<file path="config.mk">
export PLATFORM = sky130hd
export DESIGN_NAME = conv1d_sched
export DESIGN_NICKNAME = d
export VERILOG_FILES = /design/src/rtl/conv1d_pkg.sv /design/src/rtl/conv1d_step_ctr.sv /design/src/rtl/conv1d_sched.sv
export SDC_FILE = /design/constraint.sdc
export NUM_CORES = 1
export LEC_CHECK = 0
export ABC_AREA = 1
export CAP_MARGIN = 25
export CORE_MARGIN = 2
export CORE_UTILIZATION = 50
export DETAILED_ROUTE_END_ITERATION = 6
export MAX_ROUTING_LAYER = met4
export PLACE_DENSITY_LB_ADDON = 0.1
export SYNTH_ARGS = -nofsm -noshare
export SYNTH_HDL_FRONTEND = slang
export SYNTH_HIERARCHICAL = 1
export SYNTH_SLANG_ARGS = --single-unit
</file>
<file path="constraint.sdc">
create_clock -name clk_i -period 2.58 [get_ports clk_i]
set_input_delay 0.387 -clock clk_i [delete_from_list [all_inputs] [get_ports clk_i]]
set_output_delay 0.387 -clock clk_i [all_outputs]
set_load 0.03 [all_outputs]
</file>
<file path="src/rtl/conv1d_pkg.sv">
// Shared constants and scheduler state encoding for the conv1d scheduler and its datapath.
// Combinational definitions only; no latency and no flow control of its own.
package conv1d_pkg;

  localparam int BW          = 8;
  localparam int FILTER_SIZE = 3;

  typedef logic [1:0] sched_state_t;

  localparam sched_state_t ST_IDLE  = 2'd0;
  localparam sched_state_t ST_LOAD  = 2'd1;
  localparam sched_state_t ST_RUN   = 2'd2;
  localparam sched_state_t ST_DRAIN = 2'd3;

endpackage

</file>
<file path="src/rtl/conv1d_step_ctr.sv">
// Nested filter/position step counter. It advances one position per enabled cycle and decodes pad and last flags.
// Outputs are registered indices. The counter holds when en is low and clears itself after the final step.
module conv1d_step_ctr
  import conv1d_pkg::*;
#(
  parameter int FRAME_SIZE  = 50,
  parameter int NUM_FILTERS = 8,
  parameter int FW          = 3,
  parameter int PW          = 6
) (
  input  logic          clk,
  input  logic          rst_n,
  input  logic          en,
  output logic [FW-1:0] filter_idx,
  output logic [PW-1:0] pos,
  output logic          pad_l,
  output logic          pad_r,
  output logic          last
);

  logic pos_last;
  logic filt_last;

  assign pos_last  = (pos == PW'(FRAME_SIZE - 1));
  assign filt_last = (filter_idx == FW'(NUM_FILTERS - 1));
  assign last      = pos_last & filt_last;
  assign pad_l     = (pos == '0);
  assign pad_r     = pos_last;

  always_ff @(posedge clk) begin
    if (!rst_n) begin
      filter_idx <= '0;
      pos        <= '0;
    end else if (en) begin
      if (last) begin
        filter_idx <= '0;
        pos        <= '0;
      end else if (pos_last) begin
        filter_idx <= filter_idx + FW'(1);
        pos        <= '0;
      end else begin
        pos <= pos + PW'(1);
      end
    end
  end

endmodule

</file>
<file path="src/rtl/conv1d_sched.sv">
// Frame scheduler: load samples -> NUM_FILTERS*FRAME_SIZE steps -> PIPE_LAT drain; ready_o low outside IDLE/LOAD,
// steps hold on step_ready_i stall. Optional frame-length checking via CONV1D_SCHED_LEN_CHECK_EN.
module conv1d_sched
  import conv1d_pkg::*;
#(
  parameter int FRAME_SIZE  = 50,
  parameter int NUM_FILTERS = 8,
  parameter int PIPE_LAT    = 3
) (
  input  logic                           clk_i,
  input  logic                           rst_i_n,
  input  logic                           valid_i,
  input  logic                           last_i,
  output logic                           ready_o,
  output logic                           load_o,
  output logic                           step_valid_o,
  input  logic                           step_ready_i,
  output logic [$clog2(NUM_FILTERS)-1:0] filter_idx_o,
  output logic [$clog2(FRAME_SIZE)-1:0]  pos_idx_o,
  output logic                           pad_l_o,
  output logic                           pad_r_o,
  output logic                           last_o,
  output logic                           done_o,
  output logic                           busy_o,
  output logic                           err_o
);

  localparam int FW = $clog2(NUM_FILTERS);
  localparam int PW = $clog2(FRAME_SIZE);
  localparam int CW = $clog2(FRAME_SIZE + 1);
  localparam int DW = (PIPE_LAT > 0) ? $clog2(PIPE_LAT + 1) : 1;

  sched_state_t  state;
  logic [CW-1:0] sample_cnt;
  logic [CW-1:0] next_cnt;
  logic [DW-1:0] drain_cnt;
  logic          accept;
  logic          in_run;
  logic          step_hs;
  logic          end_of_frame;

  logic [FW-1:0] ctr_filter;
  logic [PW-1:0] ctr_pos;
  logic          ctr_pad_l;
  logic          ctr_pad_r;
  logic          ctr_last;

  assign ready_o = rst_i_n & ((state == ST_IDLE) | (state == ST_LOAD));
  assign accept  = valid_i & ready_o;
  assign load_o  = accept;
  assign in_run  = rst_i_n & (state == ST_RUN);
  assign step_hs = in_run & step_ready_i;

  // The first beat of a frame always counts as 1; later beats saturate at FRAME_SIZE.
  always_comb begin
    next_cnt = CW'(1);
    if (state != ST_IDLE) begin
      if (sample_cnt == CW'(FRAME_SIZE)) next_cnt = sample_cnt;
      else                               next_cnt = sample_cnt + CW'(1);
    end
  end

`ifdef CONV1D_SCHED_LEN_CHECK_EN
  logic err_q;
  logic len_err;

  // A full-length frame must end exactly on the FRAME_SIZE-th beat; either mismatch is an error.
  assign end_of_frame = last_i | (next_cnt == CW'(FRAME_SIZE));
  assign len_err      = accept & (last_i ^ (next_cnt == CW'(FRAME_SIZE)));
  assign err_o        = rst_i_n & err_q;

  always_ff @(posedge clk_i) begin
    if (!rst_i_n)     err_q <= 1'b0;
    else if (len_err) err_q <= 1'b1;
  end
`else
  assign end_of_frame = last_i;
  assign err_o        = 1'b0;
`endif

  conv1d_step_ctr #(
    .FRAME_SIZE  (FRAME_SIZE),
    .NUM_FILTERS (NUM_FILTERS),
    .FW          (FW),
    .PW          (PW)
  ) u_step_ctr (
    .clk        (clk_i),
    .rst_n      (rst_i_n),
    .en         (step_hs),
    .filter_idx (ctr_filter),
    .pos        (ctr_pos),
    .pad_l      (ctr_pad_l),
    .pad_r      (ctr_pad_r),
    .last       (ctr_last)
  );

  assign step_valid_o = in_run;
  assign filter_idx_o = {FW{rst_i_n}} & ctr_filter;
  assign pos_idx_o    = {PW{rst_i_n}} & ctr_pos;
  assign pad_l_o      = in_run & ctr_pad_l;
  assign pad_r_o      = in_run & ctr_pad_r;
  assign last_o       = in_run & ctr_last;
  assign done_o       = rst_i_n & (state == ST_DRAIN) & (drain_cnt == '0);
  assign busy_o       = rst_i_n & (state != ST_IDLE);

  always_ff @(posedge clk_i) begin
    if (!rst_i_n) begin
      state      <= ST_IDLE;
      sample_cnt <= '0;
      drain_cnt  <= '0;
    end else begin
      case (state)
        ST_IDLE, ST_LOAD: begin
          if (accept) begin
            sample_cnt <= next_cnt;
            state      <= end_of_frame ? ST_RUN : ST_LOAD;
          end
        end
        ST_RUN: begin
          if (step_hs && ctr_last) begin
            state     <= ST_DRAIN;
            drain_cnt <= DW'(PIPE_LAT);
          end
        end
        ST_DRAIN: begin
          if (drain_cnt == '0) state <= ST_IDLE;
          else                 drain_cnt <= drain_cnt - DW'(1);
        end
        default: state <= ST_IDLE;
      endcase
    end
  end

endmodule
</file>
== Word level (Yosys, flattened, before mapping) ==
Index checks and enable logic that the tools add are counted.
W data, S select, Z words.

* Output and inout port bits: 18
* Bits in registers: 13
* Word-level logic and storage cells: 52

* Eq/ne operators: 9
* $add $sub $neg: 3
* Mux-type cells: 11
* Bitwise gates (word level): 14
* Reduce and logical (&&, ||, !) cells: 11

{| class="wikitable"
|+ Operators with widths
! kind !! number
|-
| $mux W6 || 2
|-
| $and A1 B1 Y1 || 11
|-
| $mux W2 || 5
|-
| $add A6 B1 Y6 const B || 1
|-
| $and A6 B6 Y6 || 1
|-
| $eq A6 B6 Y1 const B || 1
|-
| $logic_not A6 Y1 || 1
|-
| $mux W3 || 2
|-
| $pmux W2 S3 || 1
|-
| $reduce_and A3 Y1 || 2
|-
| $reduce_bool A2 Y1 || 3
|-
| $eq A2 B2 Y1 const B || 2
|-
| $logic_not A2 Y1 || 2
|-
| $ne A2 B1 Y1 const B || 2
|-
| $ne A2 B2 Y1 const B || 2
|-
| $pmux W2 S2 || 1
|-
| $add A3 B1 Y3 const B || 1
|-
| $and A3 B3 Y3 || 1
|-
| $eq A3 B3 Y1 const B || 1
|-
| $eq A2 B1 Y1 const B || 1
|-
| $reduce_and A2 Y1 || 1
|-
| $reduce_or A2 Y1 || 1
|-
| $sub A2 B1 Y2 const B || 1
|-
| $logic_and A1 B1 Y1 || 1
|-
| $or A1 B1 Y1 || 1
|}

== Logic depth before layout (Yosys ltp) ==
* Depth in word-level cells: 6
* Gate-level depth with buffers: 11
* Gate-level depth less buffers: 11

== Modules after synthesis ==
The synthesis kept the hierarchy.

{| class="wikitable"
|+ Modules (own cells, without submodules)
! module !! area each (µm²) !! times used !! cells an instance
|-
| conv1d_step_ctr || 480.5 || 1 || 65
|-
| conv1d_sched || 380.4 || 1 || 71
|}

== Worst setup path after synthesis ==
No wires, ideal clock.

* Path type: register to register
* From: register state[1]
* To: register u_step_ctr.pos[5]
* Data required time: 2.465 ns
* Path buffers: 1
* Arrival: 1.708 ns
* Clock period less this slack: 1.823 ns
* Slack: 0.757 ns
* Cell stages (with the launch flop): 11
* Cells stage by stage: dfxtp_1 > buf_4 > nand2_1 > nor2_2 > inv_1 > nor2_1 > nand2_1 > nor2_2 > nand4_1 > nand2_1 > nor2_1

* Word-level cells in the longest chain between the ends: 3

{| class="wikitable"
|+ Ends and longest elaborated chain
! element !! RTL line !! text
|-
| from (decl) || conv1d_sched.sv:33 || <nowiki>sched_state_t state;</nowiki>
|-
| from (signal assigned) || conv1d_sched.sv:116 || <nowiki>state <= end_of_frame ? ST_RUN : ST_LOAD;</nowiki>
|-
| $eq A2 B2 Y1 || conv1d_sched.sv:51 || <nowiki>assign in_run = rst_i_n & (state == ST_RUN);</nowiki>
|-
| $and A1 B1 Y1 || conv1d_sched.sv:51 ||
|-
| via step_valid_o || conv1d_sched.sv:16 || <nowiki>output logic step_valid_o,</nowiki>
|-
| $and A1 B1 Y1 || conv1d_sched.sv:52 || <nowiki>assign step_hs = in_run & step_ready_i;</nowiki>
|-
| via step_hs || conv1d_sched.sv:39 || <nowiki>logic step_hs;</nowiki>
|-
| to (signal assigned) || conv1d_step_ctr.sv:42 || <nowiki>pos <= pos + PW'(1);</nowiki>
|-
| to (decl) || conv1d_step_ctr.sv:15 || <nowiki>output logic [PW-1:0] pos,</nowiki>
|}

The timed path passes the listed nets, and every way through them passes these cells.
A chain may end at the register's enable or synchronous reset.

== Final worst setup path ==
* From: input port rst_i_n
* To: output port done_o

* Word-level cells in the longest chain between the ends: 2

{| class="wikitable"
|+ Ends and longest elaborated chain
! element !! RTL line !! text
|-
| from (decl) || conv1d_sched.sv:11 || <nowiki>input logic rst_i_n,</nowiki>
|-
| $and A1 B1 Y1 (2 in series) || conv1d_sched.sv:103 || <nowiki>assign done_o = rst_i_n & (state == ST_DRAIN) & (drain_cnt == '0);</nowiki>
|-
| to (decl) || conv1d_sched.sv:23 || <nowiki>output logic done_o,</nowiki>
|}

No other way between the ends.

==> flow_summary.json <==
{
  "crit_type": "in -> out",
  "min_period_ns": 2.31,
  "fp-row-count": 14,
  "multi_input_comb_area_um2": 462,
  "postCtsSetupRepairBufs": 0,
  "metal3_wl_um": 52,
  "yosys.area_share.xor_xnor_pct": 3.05,
  "leakage_nw": 0.587,
  "maximum_number_of_pins_on_one_net_before_global_route_repair": 18,
  "placement_stage_cell_area_mm2": 0.00108,
  "power.ir.vdd_worst_uv": 286,
  "regToRegStartpoint": "state[1]",
  "cts.sinks": 13,
  "grt_pass1_vias": 710,
  "tritoncts": "done",
  "synthesized_area_fraction_occupied_by_ao_oa_aoi_and_oai_cells_pct": 5.81,
  "setup_repair_after_global_routing_missed_its_margin": "no",
  "power_density_over_cell_area_mw_per_mm2": 363,
  "hold_path.startpoint": "drain_cnt[0]",
  "setup_viol_count_final": 0,
  "drt_first_pass_iters": 4,
  "route.vias.total": 841,
  "cts_hold_buf": 0,
  "via_per_inst": 4.75,
  "globalRoute.totalOverflow": 0,
  "grt_pass1_wl_um": 2750,
  "cts.clk_slew.worst_paths_ns": 0.08,
  "holdPathEnd": "drain_cnt[0]",
  "synth_cell_area_um2": 861,
  "detail_route.wirelength_um": 1740,
  "max_clock_freq_mhz": 432,
  "layout.area.seq_um2": 260,
  "cts_buf_count": 3,
  "final_design_area_no_fill_mm2": 0.00111,
  "wl_per_cell_um": 9.82,
  "run_status": "finished, final reports clean",
  "yosys_warning_total": 6,
  "yosysUniqueCellTypes": 23,
  "finalWeightedCongestion": 0.867,
  "max-clock-path-buffers": 2,
  "end_kind": "output port",
  "cts_root_buffer": "clkbuf_4",
  "setup_total_negative_slack_ns": 0,
  "num_io_pins": 23,
  "fill_count": 146,
  "htreeDepth": 1,
  "worstHoldPathCells": 3,
  "ys_seq_elements": 13,
  "slowest_delay_ns": 0.67,
  "setup.worst_path.start_class": "primary input",
  "worstHoldPathType": "reg -> reg",
  "reg2reg_setup_slack_ns": 0.86,
  "fraction_of_final_layout_cells_with_drive_strength_greater_than_1_pct": 11.8,
  "reg2reg_depth": 9,
  "cap_viol_max_count": 0,
  "yosysTopAreaCellShare_pct": 30.2,
  "synth_sequential_area_ratio_pct": 30.2,
  "cp_slowest_cell": "clkdlybuf4s50_1",
  "floorplan.die_area_mm2": 0.00207,
  "route.layer.met1.wl_um": 868,
  "overall_die_height_um": 45.5,
  "synth.net_count": 147,
  "synthesis.instances": 136,
  "cts_resized": 0,
  "route.top_layer_used": "met4",
  "timing.final.crit_share_pct": 89.7,
  "largest_family_of_logic_cells_by_synthesized_area": "simple AND/OR/NAND/NOR gates",
  "synth.area.mux_share_pct": 1.16,
  "hold_violations": 0,
  "post-route-drc-count": 0,
  "required_ns": 2.19,
  "start_util_pct": 55.2,
  "timing.final.max_slew_violations": 0,
  "critical_path_peak_fanout": 17,
  "die_w_um": 45.5,
  "placeableCoreArea_mm2": 0.00156,
  "synth_top_area_cell": "dfxtp_1",
  "crit_arrival_ns": 1.93,
  "post_synth_and_or_nand_nor_area_fraction_pct": 34.4,
  "synth_fa_ha_area_share_pct": 8.72,
  "dr.first_iter.drc_count": 15,
  "timing.clock.skew_ns": 0.000806,
  "avgSynthCellArea_um2": 6.33,
  "cell_mode_on_critical_path": "clkdlybuf4s50_1",
  "track_usage_pct": 19.1,
  "critical_path.top_delay_family": "buffers and inverters",
  "initial_antenna_violation_count": 0,
  "ant_nets": 0,
  "post_synth_main_area_contributors": "dfxtp_1 30%, inv_1 14%, nand2_1 12%",
  "buffers_on_ports": 21,
  "worst_hold_slack_ns": 0.550,
  "hpwlAfterDp_um": 1360,
  "clk-insertion-delay-late_ns": 0.28,
  "worstPathBufferInverterCount": 4,
  "met2_length_um": 778,
  "design.final.nets": 173,
  "insertedDiodeCount": 0,
  "flow.area_growth_from_synthesis_pct": 28.5,
  "worst_r2r_endpoint": "u_step_ctr/pos[5]",
  "crit_chain": "clkdlybuf4s50_1 -> buf_4 -> inv_2 -> nor2_1 -> clkdlybuf4s50_1"
}
## cells by family (layout without fill, tap and decap cells)
family | Yosys count | count (layout)
DFF | 13 | 13
AOI/OAI and AO/OA | 9 | 9
adders and majority gates | 6 | 6
other | 1 | 1
xor gates and xnor gates | 3 | 3
muxes | 1 | 1
and+or+nand+nor | 68 | 68
buffers and inverters | 35 | 60
## metal layers
metal,track usage [%],up-vias
met5,-,-
met4,14.7,0
met3,2.38,5
met2,28.2,17
met1,23.2,358
li1,-,461
## cells in the final DEF, fill, tap and decap left out, drive strengths merged, types with 2 or more instances in the layout
| master | instances |
|---|---|
| buf | 9 |
| nand4 | 4 |
| inv | 32 |
| a21oi | 4 |
| clkdlybuf4s50 | 15 |
| ha | 6 |
| dfxtp | 13 |
| clkbuf | 4 |
| o21ai | 4 |
| nor2 | 24 |
| nand2 | 28 |
| xor2 | 2 |
| nand3 | 8 |
| nor3 | 3 |
## report_power, final
part           total, mW  switching (mW)  internal, mW
sequential         0.210         0.00628         0.204
combinational     0.0637          0.0388        0.0249
clock              0.127          0.0673        0.0600
## cell usage after synthesis
cell type	n
xor2_1	2
nand2_1	27
nor2_2	3
nand4_1	4
inv_2	1
or2_1	1
clkbuf_1	1
dfxtp_1	13
xnor2_1	1
nand2_2	1
ha_1	6
conb_1	1
o21ai_2	1
inv_1	31
nor3_1	3
a21oi_1	4
o21ai_0	3
a31oi_1	1
nor2_1	21
buf_4	2
mux2i_1	1
nand3_2	1
nand3_1	7
## through the flow
stage	setup slack (ns)	cells	util, %	power (mW)
after floorplan	0.757	136	-	0.255
after global placement	0.283	173	69.3	0.277
after detailed placement	0.258	173	69.3	0.278
after CTS	0.261	177	70.9	0.409
after global routing	0.195	177	70.9	0.423
final	0.266	177	70.9	0.401
## area by class of cell
cell class / instances / share of cell area, %
inverters: 32 / 10.9
repair buffers: 24 / 19.7
multi-input cells: 88 / 41.7
flip-flops and latches: 13 / 23.5
well taps: 16 / 1.81
clock buffers: 4 / 2.38
## worst reg2reg max path, stage by stage, from the launching register on
cell	delay, ns
dfxtp_1	0.50
nand2_1	0.15
nor2_2	0.15
inv_1	0.10
nor2_1	0.20
nand2_1	0.12
nor2_2	0.17
nand4_1	0.10
nand2_1	0.08
nor2_1	0.03
## how the worst max path moves through the flow
| stage | startpoint | end | slack (ns) | cells past startpoint |
|---|---|---|---|---|
| final | rst_i_n | done_o | 0.27 | 5 |
| after global routing | rst_i_n | ready_o | 0.19 | 5 |
| after CTS | rst_i_n | done_o | 0.26 | 5 |
| after detailed placement | rst_i_n | done_o | 0.26 | 5 |
| after global placement | rst_i_n | done_o | 0.28 | 5 |
| after floorplan | state[1] | u_step_ctr/pos[5] | 0.76 | 10 |
## sequential cells by signal (all words and copies together) (netlist names)
| name | count |
|---|---|
| u_step_ctr/pos | 6 |
| u_step_ctr/filter_idx | 3 |
| state | 2 |
| drain_cnt | 2 |
(Power assumes the default switching activity.)
